`src/rtl/regfile_arb_pkg.sv`:
```
// Shared types and constants for the register-file read-port arbiter.
package regfile_arb_pkg;

    typedef enum logic [1:0] {
        IDLE,
        ISSUE,
        RESP
    } state_t;

    // Architectural zero register: reads as zero regardless of array contents.
    localparam logic [4:0] XZR_IDX   = 5'd31;
    localparam int         REG_COUNT = 32;

endpackage

```
`src/rtl/rr_arbiter.sv`:
```
// Combinational round-robin picker: first set request at or above ptr, with wrap.
module rr_arbiter #(
    parameter int N  = 4,
    parameter int PW = (N > 1) ? $clog2(N) : 1
) (
    input  logic [N-1:0]  req,
    input  logic [PW-1:0] ptr,
    output logic [N-1:0]  grant,
    output logic [PW-1:0] gnt_idx,
    output logic          any
);

    int            idx;
    logic [PW-1:0] idx_w;

    // Walk offsets from farthest to nearest so the nearest set request wins.
    always_comb begin
        grant   = '0;
        gnt_idx = '0;
        idx     = 0;
        idx_w   = '0;
        any     = |req;
        for (int k = N - 1; k >= 0; k--) begin
            idx = int'(ptr) + k;
            if (idx >= N) idx = idx - N;
            idx_w = PW'(idx);
            if (req[idx_w]) begin
                grant        = '0;
                grant[idx_w] = 1'b1;
                gnt_idx      = idx_w;
            end
        end
    end

endmodule

```
`src/rtl/regfile_read_arbiter.sv`:
```
// Shares one combinational register-file read port among NUM_REQ requesters
// with round-robin grant and a registered, backpressured response.
module regfile_read_arbiter
    import regfile_arb_pkg::*;
#(
    parameter int NUM_REQ = 4,
    parameter int ADDR_W  = 5,
    parameter int DATA_W  = 64
) (
    input  logic                      clk,
    input  logic                      reset,
    input  logic [NUM_REQ-1:0]        req_valid,
    input  logic [NUM_REQ*ADDR_W-1:0] req_addr,
    output logic [NUM_REQ-1:0]        req_ready,
    output logic [ADDR_W-1:0]         rf_addr,
    input  logic [DATA_W-1:0]         rf_data,
    output logic                      rsp_valid,
    output logic [NUM_REQ-1:0]        rsp_id,
    output logic [DATA_W-1:0]         rsp_data,
    input  logic                      rsp_ready
);

    localparam int PW = (NUM_REQ > 1) ? $clog2(NUM_REQ) : 1;

    state_t              state_q, state_d;
    logic [PW-1:0]       rr_ptr_q, rr_ptr_d;
    logic [PW-1:0]       win_q, win_d;
    logic [ADDR_W-1:0]   rf_addr_q, rf_addr_d;
    logic                rsp_valid_q, rsp_valid_d;
    logic [NUM_REQ-1:0]  rsp_id_q, rsp_id_d;
    logic [DATA_W-1:0]   rsp_data_q, rsp_data_d;

    logic [NUM_REQ-1:0]  grant;
    logic [PW-1:0]       gnt_idx;
    logic                any_req;

    rr_arbiter #(.N(NUM_REQ), .PW(PW)) u_rr (
        .req     (req_valid),
        .ptr     (rr_ptr_q),
        .grant   (grant),
        .gnt_idx (gnt_idx),
        .any     (any_req)
    );

    always_comb begin
        state_d     = state_q;
        rr_ptr_d    = rr_ptr_q;
        win_d       = win_q;
        rf_addr_d   = rf_addr_q;
        rsp_valid_d = rsp_valid_q;
        rsp_id_d    = rsp_id_q;
        rsp_data_d  = rsp_data_q;
        req_ready   = '0;
        case (state_q)
            IDLE: begin
                // No handshake while reset is held, so nothing is accepted then lost.
                if (any_req && !reset) begin
                    req_ready = grant;
                    win_d     = gnt_idx;
                    for (int i = 0; i < NUM_REQ; i++) begin
                        if (grant[i]) rf_addr_d = req_addr[i*ADDR_W +: ADDR_W];
                    end
                    state_d = ISSUE;
                end
            end
            ISSUE: begin
                rsp_data_d      = (rf_addr_q == ADDR_W'(XZR_IDX)) ? '0 : rf_data;
                rsp_id_d        = '0;
                rsp_id_d[win_q] = 1'b1;
                rsp_valid_d     = 1'b1;
                state_d         = RESP;
            end
            RESP: begin
                if (rsp_ready) begin
                    rsp_valid_d = 1'b0;
                    rsp_id_d    = '0;
                    rr_ptr_d    = (int'(win_q) == NUM_REQ - 1) ? '0 : win_q + 1'b1;
                    state_d     = IDLE;
                end
            end
            default: state_d = IDLE;
        endcase
    end

    always_ff @(posedge clk) begin
        if (reset) begin
            state_q     <= IDLE;
            rr_ptr_q    <= '0;
            win_q       <= '0;
            rf_addr_q   <= '0;
            rsp_valid_q <= 1'b0;
            rsp_id_q    <= '0;
            rsp_data_q  <= '0;
        end else begin
            state_q     <= state_d;
            rr_ptr_q    <= rr_ptr_d;
            win_q       <= win_d;
            rf_addr_q   <= rf_addr_d;
            rsp_valid_q <= rsp_valid_d;
            rsp_id_q    <= rsp_id_d;
            rsp_data_q  <= rsp_data_d;
        end
    end

    assign rf_addr   = rf_addr_q;
    assign rsp_valid = rsp_valid_q;
    assign rsp_id    = rsp_id_q;
    assign rsp_data  = rsp_data_q;

endmodule

```
`config.mk`:
```
export PLATFORM = sky130hd
export DESIGN_NAME = regfile_read_arbiter
export DESIGN_NICKNAME = d
export VERILOG_FILES = /design/src/rtl/regfile_arb_pkg.sv /design/src/rtl/rr_arbiter.sv /design/src/rtl/regfile_read_arbiter.sv
export SDC_FILE = /design/constraint.sdc
export NUM_CORES = 1
export LEC_CHECK = 0
export BUFFER_PORTS_ARGS = -buffer_cell sky130_fd_sc_hd__buf_2
export CORE_MARGIN = 3
export CORE_UTILIZATION = 30
export DETAILED_ROUTE_END_ITERATION = 7
export PLACE_DENSITY = 0.7
export SLEW_MARGIN = 20
export SYNTH_ARGS = -nofsm -noshare
export SYNTH_HDL_FRONTEND = slang
export SYNTH_SLANG_ARGS = --single-unit
```
`constraint.sdc`:
```
create_clock -name clk -period 2.6 [get_ports clk]
set_input_delay 0.13 -clock clk [delete_from_list [all_inputs] [get_ports clk]]
set_output_delay 0.13 -clock clk [all_outputs]
set_load 0.1 [all_outputs]
```
# ---- Word level (Yosys, flattened, before mapping)
# Cells that the tools add are included.
dict set report totals {
  regBits 80
  latchBits 0
  ram_bits 0
  romBits 0
  n_memories 0
}
dict set report classes {
  add_sub_neg 8
  mul 0
  n_div 0
  order_cmp 14
  n_eq_ne 6
  shifts 0
  mux 45
  bitwise_logic 0
  reduce_logical 16
}
# op n
set ops {}
lappend ops {{two-way mux 64 bit} 1}
lappend ops {{two-way mux 4 bit} 7}
lappend ops {{two-way mux 2 bit} 11}
lappend ops {{two-way mux 5 bit} 4}
lappend ops {{less-than comparator 2 x 3 -> 1 bit (second input constant)} 5}
lappend ops {{demux 1 bit (select 2 bit)} 5}
lappend ops {{greater-or-equal comparator 2 x 1 -> 1 bit (second input constant)} 5}
lappend ops {{two-way mux 1 bit} 10}
lappend ops {{greater-or-equal comparator 3 bit (second input constant)} 3}
lappend ops {{binary-select mux 1 bit (select 2 bit)} 4}
lappend ops {{one-hot mux 4 bit (2 select lines)} 1}
lappend ops {{AND reduction 2 bit} 4}
lappend ops {{subtractor 2 x 1 -> 2 bit (second input constant)} 4}
lappend ops {{adder 2 x 2 -> 3 bit (second input constant)} 2}
lappend ops {{logical AND 1 bit} 6}
lappend ops {{one-hot mux 2 bit (3 select lines)} 1}
lappend ops {{equality test 5 bit (second input constant)} 1}
lappend ops {{equality test 2 x 1 -> 1 bit (second input constant)} 2}
lappend ops {{inequality test 2 bit (second input constant)} 2}
lappend ops {{nonzero test 4 bit} 1}
lappend ops {{OR reduction 4 bit} 1}
lappend ops {{adder 2 x 1 -> 3 bit (second input constant)} 1}
lappend ops {{greater-or-equal comparator 2 x 3 -> 1 bit (second input constant)} 1}
lappend ops {{AND reduction 3 bit} 1}
lappend ops {{other kinds (6)} 6}

# ---- Longest topological paths before layout
# Gate-level depths: netlist of run 1.
dict set report logic_depth {
  depth_word 15
  mapped_depth 12
  depth_no_buf 9
}

# ---- By module
# A second synthesis of run 1 with hierarchy kept.
dict set report hier_totals {
  hier_cells 441
  hier_area_um2 3796.1
}
# mod n_inst cells_each area_each_um2 seq_area_each_um2
set by_module_without_submodules {}
lappend by_module_without_submodules {regfile_read_arbiter 1 379 3298.2 1601.5}
lappend by_module_without_submodules {rr_arbiter 1 62 498.0 0.0}

# ---- Least setup slack after synthesis of run 1
# Ideal clock, no wire load.
dict set report synth_path {
  path_kind {register to output}
  startpoint {reg rr_ptr_q[0]}
  endpoint {out req_ready[3]}
  t_arrival_ns 3.271
  required_ns 2.470
  slack_ns -0.801
  stages_incl_launch_ff 11
  n_path_buf 3
  cell_sequence {dfxtp_1 -> buf_6 -> inv_1 -> ha_1 -> buf_4 -> mux4_2 -> nor2b_1 -> a221o_1 -> o22ai_2 -> buf_2 -> nor2_1}
}
dict set report synth_between {
  elab_chain_len 13
  word_cells_on_any_way 49
  classes_between {add/sub (7); order compare (12); mux (26); reduce/logical (4)}
}
# item line
set synth_rtl {}
lappend synth_rtl {{start, declared} regfile_read_arbiter.sv:26} ;# logic [PW-1:0] rr_ptr_q, rr_ptr_d;
lappend synth_rtl {{start signal, assigned} regfile_read_arbiter.sv:96} ;# rr_ptr_q <= rr_ptr_d;
lappend synth_rtl {{adder 2 x 2 -> 3 bit} rr_arbiter.sv:24} ;# idx = int'(ptr) + k;
lappend synth_rtl {{greater-or-equal comparator 3 bit or subtractor 2 x 1 -> 2 bit (tied branches)} rr_arbiter.sv:25} ;# if (idx >= N) idx = idx - N;
lappend synth_rtl {{two-way mux 2 bit} rr_arbiter.sv:25}
lappend synth_rtl {{less-than comparator 2 x 3 -> 1 bit (implied by the code) or greater-or-equal comparator 2 x 1 -> 1 bit (tied branches)} rr_arbiter.sv:29} ;# grant[idx_w] = 1'b1;
lappend synth_rtl {{logical AND 1 bit (implied by the code)} rr_arbiter.sv:29}
lappend synth_rtl {{two-way mux 1 bit (implied by the code)} rr_arbiter.sv:29}
lappend synth_rtl {{demux 1 bit (select 2 bit)} n/a}
lappend synth_rtl {{two-way mux 4 bit (3 in a row)} rr_arbiter.sv:27} ;# if (req[idx_w]) begin
lappend synth_rtl {{two-way mux 4 bit (*)} rr_arbiter.sv:27}
lappend synth_rtl {{two-way mux 4 bit (*)} regfile_read_arbiter.sv:57} ;# if (any_req && !reset) begin
lappend synth_rtl {{two-way mux 4 bit (*)} regfile_read_arbiter.sv:54} ;# case (state_q)
lappend synth_rtl {{end, declared} regfile_read_arbiter.sv:14} ;# output logic [NUM_REQ-1:0] req_ready,
# Mark *: on every way between the ends. The rest lies on a longest branch, timed or not. The select of a mux whose other input is x is not followed.

# ---- Worst setup path in the final report of run 1
dict set report layout_path {
  startpoint {reg rr_ptr_q[0]}
  endpoint {out req_ready[2]}
}
# Same word-level chain as after synthesis.

==> run summary, run 1 <==
The number of antenna diodes in the final layout is 0. Data on the critical path arrives at its endpoint at 2.37 ns. Number of antenna violations at the first check in global routing: 0. CTS placed an instance of clkbuf_16 at the clock tree root. In this run the horizontal extent of the chip is 114.1 um.

The clock input transition at the sequential cells of the worst setup and hold paths is 0.06 ns. Number of max-slew violations in the final report: 0. The clock reaches the later pin of the worst-skew pair after 0.33 ns.

The routed wire length is 9944 um, and the number of buffers created by CTS is 9. The worst path needs 2.498 ns of the cycle, external delays included. After filler insertion, the fill cell instance count of the layout stands at 1097. Chip height: 114.1 um. The share of total power in sequential cells was 0.350. TritonCTS built the clock tree.

The critical path goes through buf_6 -> mux4_2 -> buf_4 -> nand2_1 -> o21ai_2 -> a221oi_4 -> buf_6 -> nor2_2 -> buf_6. The detailed router finished its first iteration with 220 violations. The H-tree generated during clock tree synthesis spans 3 levels.

Setup repair after global routing left no endpoint under its margin. The tools report the area of the multi-input gates as 1788 um^2. The worst setup path is captured at a primary output. The number of synthesized register bits works out to 80. The detail route stage leaves a number of antenna-violating nets equal to 0. The run gives 2 as the maximum clock path buffer count.

After layout, the worst setup slack is 0.1024 ns. The tools report the effective utilization at floorplan as 0.3151. The leakage power total was 2.322 nW. Remaining routing DRC violations: 0. Dividing total power by cell area gives a power density of 805.1 nW/um^2. Biggest fanout along the worst timing path: 13.

Port buffering added 168 buffers. The tool flagged a number of max-cap violations equal to 0. The floorplan has 38 rows.

For the pin with the worst max-slew slack, the measured transition is 0.8080 ns. Placed instance count: 660. The run gives 0.006438 ns as the worst setup skew after layout. VDD sags by at most 0.5683 mV.

Area growth from synthesis to layout: 39.83%. The tools report the part of the power in the clock network as 0.316. The non-filler instance count after layout is 677. The post-synth design cell area came out at 3506 um^2. The run gives 476 as the total nets after synthesis. The tools report the startpoint type of the worst setup path as a register. The number of setup violations in the final report was 0. The internal portion of the total power is 2.414 mW. CTS saw 80 sinks.

The wire-length estimate of the detail-placed layout is 7235 um. The net switching share of the total power is 0.3883. The number of instances in the synthesized netlist is 374. The path type of the worst min-delay path was in -> reg.

The Yosys step of the flow raised 0 warnings. Area occupied by registers: 1604 um^2. The post-synthesis sequential area ratio is 0.4568. The core region is 11130 um^2. After global routing the overflow that remains totals 0. The via count of the first global-routing pass is 3242.

The worst-case setup slack after placement came out at -0.0009146 ns. For the area of the die, the log shows 13020 um^2. The relative max-transition margin came out at 0.4613.

Combinational fraction of design power: 0.334. The maximum clock frequency is 0.4004 GHz. After synthesis, the mean cell area works out to 9.374 um^2.

The total negative setup slack is 0 ns, and the number of library cell types mapped by synthesis is 43. Post-route core utilization: 0.4406. The slowest stage of the critical path is the mux4_2 cell.

At the end of routability-driven placement, the weighted congestion stood at 0.8896. The combined global-route utilization of all metal layers was 0.1481. In the final routed layout, each cell accounts on average for 14.69 um. The logs give 3349 for the total number of vias and 15650 um for the first-pass GRT wire length.

Pin placement for this block handled 169 I/O pins. In this design, the stage delay of the slowest critical-path cell is 0.55 ns. The share of layout cells above drive strength 1 is 0.4097.

Net switching power: 1.533 mW. The share of the clock period used by the worst path works out to 0.9606. By instance count, the cell type seen most on the critical path is buf_6. The number of endpoints with negative hold slack in the final report is 0.

The flow ran to the end, and the final reports show no timing, DRC or antenna violations. The first detailed-routing pass took 4 iterations. Entering global routing, the biggest net connects 80 pins. Data on the critical path is required at its endpoint by 2.47 ns. In the routed layout, each cell is associated on average with a via count of 4.947. The setup path with the least slack is of type reg -> out. After the last flow step, the layout net total stands at 636.
==> flip-flops by register name (all words and copies together) (netlist names) <==
signal,count
rr_ptr_q,2
rf_addr,5
win_q,2
state_q,2
rsp_valid,1
rsp_id,4
rsp_data,64
==> power groups by stage <==
stage               sequential (mW)  combinational [mW]  clock, mW
global placement               1.40                1.29          0
finish                         1.38                1.32       1.25
CTS                            1.38                1.32       1.30
floorplan                      2.07               0.382          0
detailed placement             1.41                1.30          0
global route                   1.40                1.38       1.35
==> worst paths after layout <==
path / cells after the start / to / start / slack [ns]
worst max register to register: 9 / rf_addr[1]$_SDFFE_PP0P_ / rr_ptr_q[1]$_SDFFE_PP0P_ / 0.18
worst min-delay path: 3 / rsp_data[15]$_SDFFE_PP0P_ / rf_data[15] / 0.03
worst min register to register: 2 / rsp_id[3]$_SDFFE_PP0P_ / rsp_id[3]$_SDFFE_PP0P_ / 0.47
worst max-delay path: 9 / req_ready[2] / rr_ptr_q[0]$_SDFFE_PP0P_ / 0.10
==> per-stage QoR <==
| step | hold WS, ns | cell area, um^2 | power (mW) |
|---|---|---|---|
| finish | 0.03129 | 4902 | 3.947 |
| global route | 0.02530 | 4902 | 4.127 |
| CTS | 0.01252 | 4873 | 4.002 |
| detailed placement | 0.3744 | 4526 | 2.710 |
| global placement | 0.3631 | 4526 | 2.693 |
| floorplan | 0.2783 | 3533 | 2.447 |
==> worst max-delay path, delay by kind of cell, from the launching register on <==
kind | cells | cell delay [ns]
muxes | 1 | 0.55
buffers and inverters | 4 | 0.66
DFF | 1 | 0.34
AOI/OAI and AO/OA | 2 | 0.38
and+or+nand+nor | 2 | 0.11
==> synth_stat cells (all sizes together) <==
| master | instances | area share |
|---|---|---|
| a211o | 1 | 0.0025 |
| a211oi | 1 | 0.0021 |
| a21oi | 14 | 0.020 |
| a221o | 6 | 0.017 |
| a221oi | 1 | 0.0075 |
| a22oi | 65 | 0.14 |
| a31oi | 2 | 0.0079 |
| and2 | 2 | 0.0036 |
| and3 | 1 | 0.0018 |
| and3b | 2 | 0.0050 |
| buf | 9 | 0.020 |
| clkbuf | 23 | 0.026 |
| dfxtp | 80 | 0.46 |
| ha | 11 | 0.039 |
| inv | 6 | 0.0064 |
| mux2 | 3 | 0.012 |
| mux2i | 15 | 0.043 |
| mux4 | 3 | 0.020 |
| nand2 | 11 | 0.012 |
| nand2b | 1 | 0.0018 |
| nand3 | 4 | 0.0057 |
| nand3b | 1 | 0.0021 |
| nor2 | 86 | 0.092 |
| nor2b | 3 | 0.0054 |
| nor3 | 2 | 0.0029 |
| nor3b | 2 | 0.0043 |
| o211ai | 2 | 0.0043 |
| o21ai | 7 | 0.011 |
| o21bai | 1 | 0.0021 |
| o22ai | 2 | 0.0054 |
| o41ai | 1 | 0.0046 |
| or2b | 5 | 0.011 |
| or3b | 1 | 0.0025 |
==> layout by cell type, fill, tap and decap left out, drive strengths merged, types with 3 or more instances in the layout <==
master and count:
buf 181, nor2 86, dfxtp 80, a22oi 65
mux2i 15, a21oi 14, nand2 11, ha 11
clkbuf 11, o21ai 7, a221o 6, inv 6
or2b 5, nand3 4, nor2b 3, mux2 3
mux4 3
==> logic make-up after synthesis <==
group | Yosys count | synth area share
AOI/OAI and AO/OA | 103 | 0.2277
adders and majority gates | 11 | 0.03926
buffers and inverters | 38 | 0.05175
DFF | 80 | 0.4568
muxes | 21 | 0.07495
and+or+nand+nor | 121 | 0.1495
==> area by class of cell <==
cell class                      instances  share of cell area
Tap cell                              140             0.03573
Sequential cell                        80              0.3272
Multi-Input combinational cell        256              0.3647
Clock buffer                           11             0.05156
Timing Repair Buffer                  181              0.2075
Clock inverter                          3            0.008678
Inverter                                6            0.004594
==> what timing repair did <==
| action | 4_1_cts | 5_1_grt |
|---|---|---|
| buffers inserted | 2 | 1 |
| hold buffers | 0 | 0 |
| resized for setup | 6 | 6 |
| endpoints found under the setup margin | 4 | 8 |
| pin swaps | 1 | 0 |
==> layer usage <==
layer / GRT usage / share of wire
met1: 0.1803 / 0.41
met2: 0.2408 / 0.50
met3: 0.04757 / 0.078
met4: 0.06255 / 0.021
met5: 0 / 0
No activity file was read; power rests on OpenSTA's default activity.
==> inputs of run 2 (changes only) <==
- MAX_ROUTING_LAYER: unset -> met4
- PLACE_DENSITY: 0.7 -> 0.67
==> run summary, run 2 (synthesis gave the netlist of run 1 again) <==
The run finished with clean final reports. The register-to-register setup slack is 0.12 ns. The tools report the total number of vias as 3374. The HPWL after detailed placement is 7028 um.

The worst register-to-register path has a depth of 9. Startpoint of the most critical register-to-register path: rr_ptr_q[0]$_SDFFE_PP0P_. The total area inside the core boundary comes to 11130 um^2. The tree is rooted in a clkbuf_16. Most common cell after layout, fill and taps aside: buf_2. Traced cell by cell, the critical path runs through inv_4 -> ha_4 -> mux4_2 -> a221o_1 -> o22ai_2 -> buf_4 -> nor2_4 -> buf_12. The number of flip-flops in the largest register is 64.

The multi-input combinational cells in the finished layout cover a total of 1795 um^2. In this run the number of H-tree levels came out at 3. The total negative setup slack came out at 0 ns.

The number of endpoints with negative hold slack in the final report is 0. Setup violations remaining at the end of the flow were counted as 0. The run gives 2 as the maximum clock path buffer count. The relative max-transition margin was 0.4740; the horizontal die dimension was 114.1 um. Once placement completed, the tool counted placed cells totaling 659. The share of layout cells above drive strength 1 is 0.4156, and the detail-routed net length per standard cell is 14.35 um. The average via count per standard cell is 4.969, and the last weighted congestion value of the routability-driven placer is 0.8927.

The logs give 0 for the number of max-slew violations in the final report and 0.1538 for the combined global-route utilization of all metal layers. In this run the remaining antenna-violating nets after routing total 0. Total design power: 3.956 mW. With fillers left out, the area of the finished cells amounts to 4917 um^2.

TritonCTS built the clock tree. The clock input transition at the sequential cells of the worst setup and hold paths came out at 0.06 ns. The first detailed-routing pass took 4 iterations.

On the critical path, the stage with the largest delay is an instance of mux4_2. The critical path buffer and inverter count was 3. For this design the ratio of total power to cell area is 804.6 nW/um^2. The first global-routing pass estimated 15820 um of wire.

The clock network latency to the later pin of the worst-skew pair was 0.33 ns. STA puts the critical path data arrival time at 2.40 ns. The share of the clock period used by the worst path works out to 0.9741. The worst flop-to-flop path endpoint is rf_addr[2]$_SDFFE_PP0P_.

After the first detailed-routing iteration, the DRC count stood at 172. At the pin with the least slew margin, the transition time is 0.7890 ns. Counting every sink on the clock net gives 80. Summing all placed instances gives a cell area of 4536 um^2. For the area occupied by registers, the log shows 1607 um^2.

Data on the critical path is required at its endpoint by 2.47 ns. The net count of the finished layout came out at 636. The count of buffers added on input and output ports is 168. The via count of the first global-routing pass was 3312. The filler cells instantiated in the layout total 1096.

The I/O pin count is 169. The time the final worst path needs with I/O delays and setup was 2.533 ns. The worst setup path endpoint is req_ready[3].

The worst setup path is launched from a register. The worst setup path is captured at a primary output. The logs give 0.3948 GHz for the maximum clock frequency and 0 for the number of antenna violations at the first check in global routing.

The worst-case setup margin in the final layout came out at 0.06722 ns. Effective utilization at floorplan: 0.3151. By startpoint and endpoint, the worst setup path is classified as reg -> out.

The biggest fanout along the worst timing path works out to 11. The most critical setup path has its startpoint at rr_ptr_q[0]$_SDFFE_PP0P_. The number of buffers created by CTS is 9. Compared with the post-synthesis result, the final layout area differs by 40.26%.

Measured along the y axis, the die boundary spans 114.1 um. IR analysis of the VDD net gives a maximum drop of 0.5146 mV. The tools report the pin count of the biggest net entering global routing as 80. The routed design has 9744 um of wire. The number of max-capacitance violations reported came out at 0. Global routing finished with a remaining overflow of 0. The path type of the worst min-delay path was in -> reg.

The tools report the number of antenna diodes as 0. For this run, design rule violations remaining after detail routing come to 0. The critical path crosses 8 cells after its start point. The largest stage delay on the critical path is 0.41 ns. For the worst setup skew after layout, the log shows 0.007481 ns.

The number of hold buffers added after CTS was 0. Leaving out filler cells and counting taps, the final layout contains 679. The cell class contributing the biggest share of worst-path delay was compound AO/OA/AOI/OAI gates. The number of standard-cell rows in the floorplan came out at 38. In this run the static leakage power is 2.311 nW. Timing analysis after detailed placement gives a worst setup slack of -0.00004285 ns. Setup repair after global routing could not meet its margin everywhere. The library cells used most frequently in the layout, excluding fill and tap cells, are buf_2 (164), nor2_1 (82), dfxtp_1 (78). Area of the die: 13020 um^2.
## run 2: worst reg2reg max path, cell delays in order, from the launching register on
cell,delay [ns]
dfxtp_4,0.37
inv_4,0.06
ha_4,0.29
mux4_2,0.41
buf_4,0.19
a21oi_1,0.24
a22oi_4,0.16
buf_4,0.18
a31oi_4,0.29
mux2i_1,0.23
## run 2: per-stage QoR
step                        util  hold WS (ns)
final                     0.4420       0.03136
after global routing      0.4420       0.02248
after detailed placement  0.4077        0.3725
after floorplan                -        0.2783
after global placement    0.4077        0.3653
after CTS                 0.4375       0.01587
## run 2: worst min-delay path by stage
stage	startpoint	endpoint	depth (start not counted)
global route	rf_data[0]	rsp_data[0]$_SDFFE_PP0P_	3
finish	rf_data[34]	rsp_data[34]$_SDFFE_PP0P_	3
floorplan	rf_data[0]	rsp_data[0]$_SDFFE_PP0P_	2
CTS	rf_data[24]	rsp_data[24]$_SDFFE_PP0P_	3
detailed placement	rf_data[24]	rsp_data[24]$_SDFFE_PP0P_	3
global placement	rf_data[39]	rsp_data[39]$_SDFFE_PP0P_	3
## run 2: metal layers
layer  track usage  vias to the layer above  routed length (um)
met5             -                        -                   0
met4       0.05701                        0                 137
met3       0.04334                       11                 715
met2        0.2471                      129                4745
met1        0.1839                     1583                4145
li1              -                     1651                   -
## run 2: where the power goes
part / switching, mW / internal, mW
registers: 0.0593 / 1.32
clock network: 0.486 / 0.772
logic: 1.01 / 0.301
## run 2: what timing repair did
action,4_1_cts,5_1_grt
setup endpoints to repair,3,9
pin swaps,1,6
endpoints found under the hold margin,0,0
buffers inserted,2,2
gates resized for setup,3,13
## run 2: cell type report
class / count / share of cell area
flip-flops and latches: 80 / 0.3267
clock inverters: 4 / 0.01094
inverters: 6 / 0.005089
clock buffers: 12 / 0.05013
well taps: 140 / 0.03562
multi-input cells: 256 / 0.3651
repair buffers: 181 / 0.2064
==> inputs of run 3 (changes only) <==
- SETUP_SLACK_MARGIN: unset -> 0.5
==> run summary, run 3 (synthesis gave the netlist of run 1 again) <==
The placed instance count was 659; the time the final worst path needs with I/O delays and setup was 2.495 ns. The total area inside the core boundary comes to 11130 um^2. The initialized floorplan defines 38 standard-cell rows. The violation count after the first detailed-route iteration was 331; the average via count per standard cell was 4.997. The number of max-slew violations in the final report came out at 0. The root buffer cell chosen for the clock tree is clkbuf_16. The run gives 689 as the non-filler instance count after layout. TritonCTS built the clock tree. The run gives 0 as the number of antenna violations at the first check in global routing.

I/O pin count: 169. The total number of vias was 3443. Data arrives at the worst endpoint at 2.37 ns.

The relative max-transition margin came out at 0.4141. Based on the critical path, the design can be clocked at up to 0.4008 GHz. The tool flagged a number of max-cap violations equal to 0. Peak supply drop: 0.7261 mV. The internal portion of the total power is 2.585 mW. The critical path in this run is classified as reg -> out. The number of hold buffers added after CTS was 0. The clock input transition at the sequential cells of the worst setup and hold paths was 0.06 ns.

The tools report the leakage power total as 2.411 nW. The tools report the net count of the finished layout as 647. The share of layout cells above drive strength 1 works out to 0.4317. In the layout the commonest cells are buf_2 (164), nor2_1 (82), dfxtp_1 (78). The remaining antenna violation count was 0.

After detailed routing, the average wire length per cell comes to 14.27 um. Between clock sinks in the finished design, the worst skew comes to 0.007623 ns. Summed over all layers, the routed wires come to 9835 um.

The library cell used most frequently in the layout, excluding fill and tap cells, is buf_2. The die covers 13020 um^2. The tools report the effective utilization at floorplan as 0.3151.

The number of clock sinks was 80; the port buffer count was 168. The worst setup path is launched from a register. The path type of the worst min-delay path is in -> reg. The combinational fraction of design power was 0.327; the part of the power in the clock network was 0.340. Detailed placement finished with a half-perimeter wire length of 6793 um.

The area growth from synthesis to layout is 45.65%, and the slew at the pin with the worst max-slew slack is 0.8758 ns. The run gives 2.47 ns as the required time of the worst setup path. The net switching share of the total power works out to 0.3766. 0 antenna diodes ended up in the layout. The number of H-tree levels was 3.

STA classifies the critical path endpoint as a primary output. The biggest fanout along the worst timing path was 6. The congestion estimate from routability-driven global placement came to 0.9169. The power per standard cell area is 812.2 nW/um^2, and the number of setup violations in the final report is 0. The register with the most flip-flops in the layout has 64 of them. The clock network latency to the later pin of the worst-skew pair is 0.34 ns, and the share of the clock period used by the worst path is 0.9597. The via count of the first global-routing pass was 3229. The run gives 0.333 as the share of total power in sequential cells. The logs give 1.562 mW for the net switching power and 2 for the maximum clock path buffer count.

Setup repair after global routing could not meet its margin everywhere. The pre-antenna-repair detailed-routing pass consisted of 4 iterations. The filler cells instantiated in the layout total 1054. Summed over all failing endpoints, the final setup total negative slack is 0 ns. After global routing the overflow that remains totals 0. The flow ran to the end, and the final reports show no timing, DRC or antenna violations. The first-pass GRT wire length was 15620 um; the chip height was 114.1 um. After detailed routing, the number of remaining DRC violations is 0. The combined global-route utilization of all metal layers was 0.1548; the pin count of the biggest net entering global routing was 80. The number of endpoints with negative hold slack in the final report was 0; the horizontal die dimension was 114.1 um. In this run, CTS created clock tree buffers numbering 9.
## run 3: cell types whose count changed in the layout (fill, tap and decap cells not counted), moves of 2 or more
cell	change
buf_4	+5
clkinv_2	+2
buf_6	+4
clkinvlp_4	-2
clkbuf_1	-2
bufinv_16	+2
## run 3: layout make-up
cell class | instances | area, um^2 | share of cell area
well taps | 140 | 175.2 | 0.03431
clock inverters | 6 | 108.9 | 0.02132
repair buffers | 191 | 1117 | 0.2188
clock buffers | 9 | 225.2 | 0.04411
flip-flops and latches | 80 | 1607 | 0.3146
multi-input cells | 257 | 1846 | 0.3614
inverters | 6 | 27.53 | 0.005391
## run 3: stage by stage
step / setup WS, ns / power [mW] / util / hold WS (ns) / cell area, um^2
final: 0.1048 / 4.147 / 0.4590 / 0.02492 / 5106
after global routing: -0.01314 / 4.341 / 0.4590 / 0.01539 / 5106
after CTS: 0.08983 / 4.190 / 0.4539 / 0.006374 / 5050
after detailed placement: 0.03006 / 2.718 / 0.4105 / 0.3738 / 4567
after global placement: 0.1248 / 2.705 / 0.4105 / 0.3647 / 4567
after floorplan: 0.04533 / 2.453 / - / 0.2783 / 3563
## run 3: what timing repair did
| action | 4_1_cts | 5_1_grt |
|---|---|---|
| gates resized for setup | 15 | 4 |
| buffers inserted | 10 | 4 |
| pin swaps | 7 | 6 |
| endpoints found under the setup margin | 9 | 9 |
| cloned | 1 | 0 |
## run 3: power groups by stage
stage                     logic [mW]  clock network (mW)  registers [mW]
after floorplan                0.388                   0            2.07
after global placement          1.30                   0            1.41
after detailed placement        1.31                   0            1.41
after CTS                       1.35                1.46            1.38
after global routing            1.43                1.52            1.40
final                           1.36                1.41            1.38
## run 3: worst max-delay path, cell delays in order, from the launching register on
cell and delay, ns:
dfxtp_2 0.33, inv_2 0.06, ha_4 0.27, buf_6 0.12, and3b_1 0.16, o211ai_1 0.23
nand2_1 0.17, a211o_1 0.33, o21ai_4 0.09, nor2_4 0.07, buf_12 0.20
## run 3: final timing paths
check	from	slack [ns]	cells after the start	to
max	rr_ptr_q[1]$_SDFFE_PP0P_	0.10	10	req_ready[0]
min	rf_data[24]	0.02	3	rsp_data[24]$_SDFFE_PP0P_
max reg2reg	rr_ptr_q[0]$_SDFFE_PP0P_	0.11	10	rf_addr[1]$_SDFFE_PP0P_
min reg2reg	rsp_id[3]$_SDFFE_PP0P_	0.46	2	rsp_id[3]$_SDFFE_PP0P_
## run 3: metal layers
metal  routed length [um]  vias up  global-route usage  part of all wire
met2                 4592      130              0.2346              0.47
li1                     -     1679                   -                 -
met1                 4163     1608              0.1857              0.42
met3                  798       26             0.05233             0.081
met5                    0        -                   -                 0
met4                  281        0             0.07126             0.029
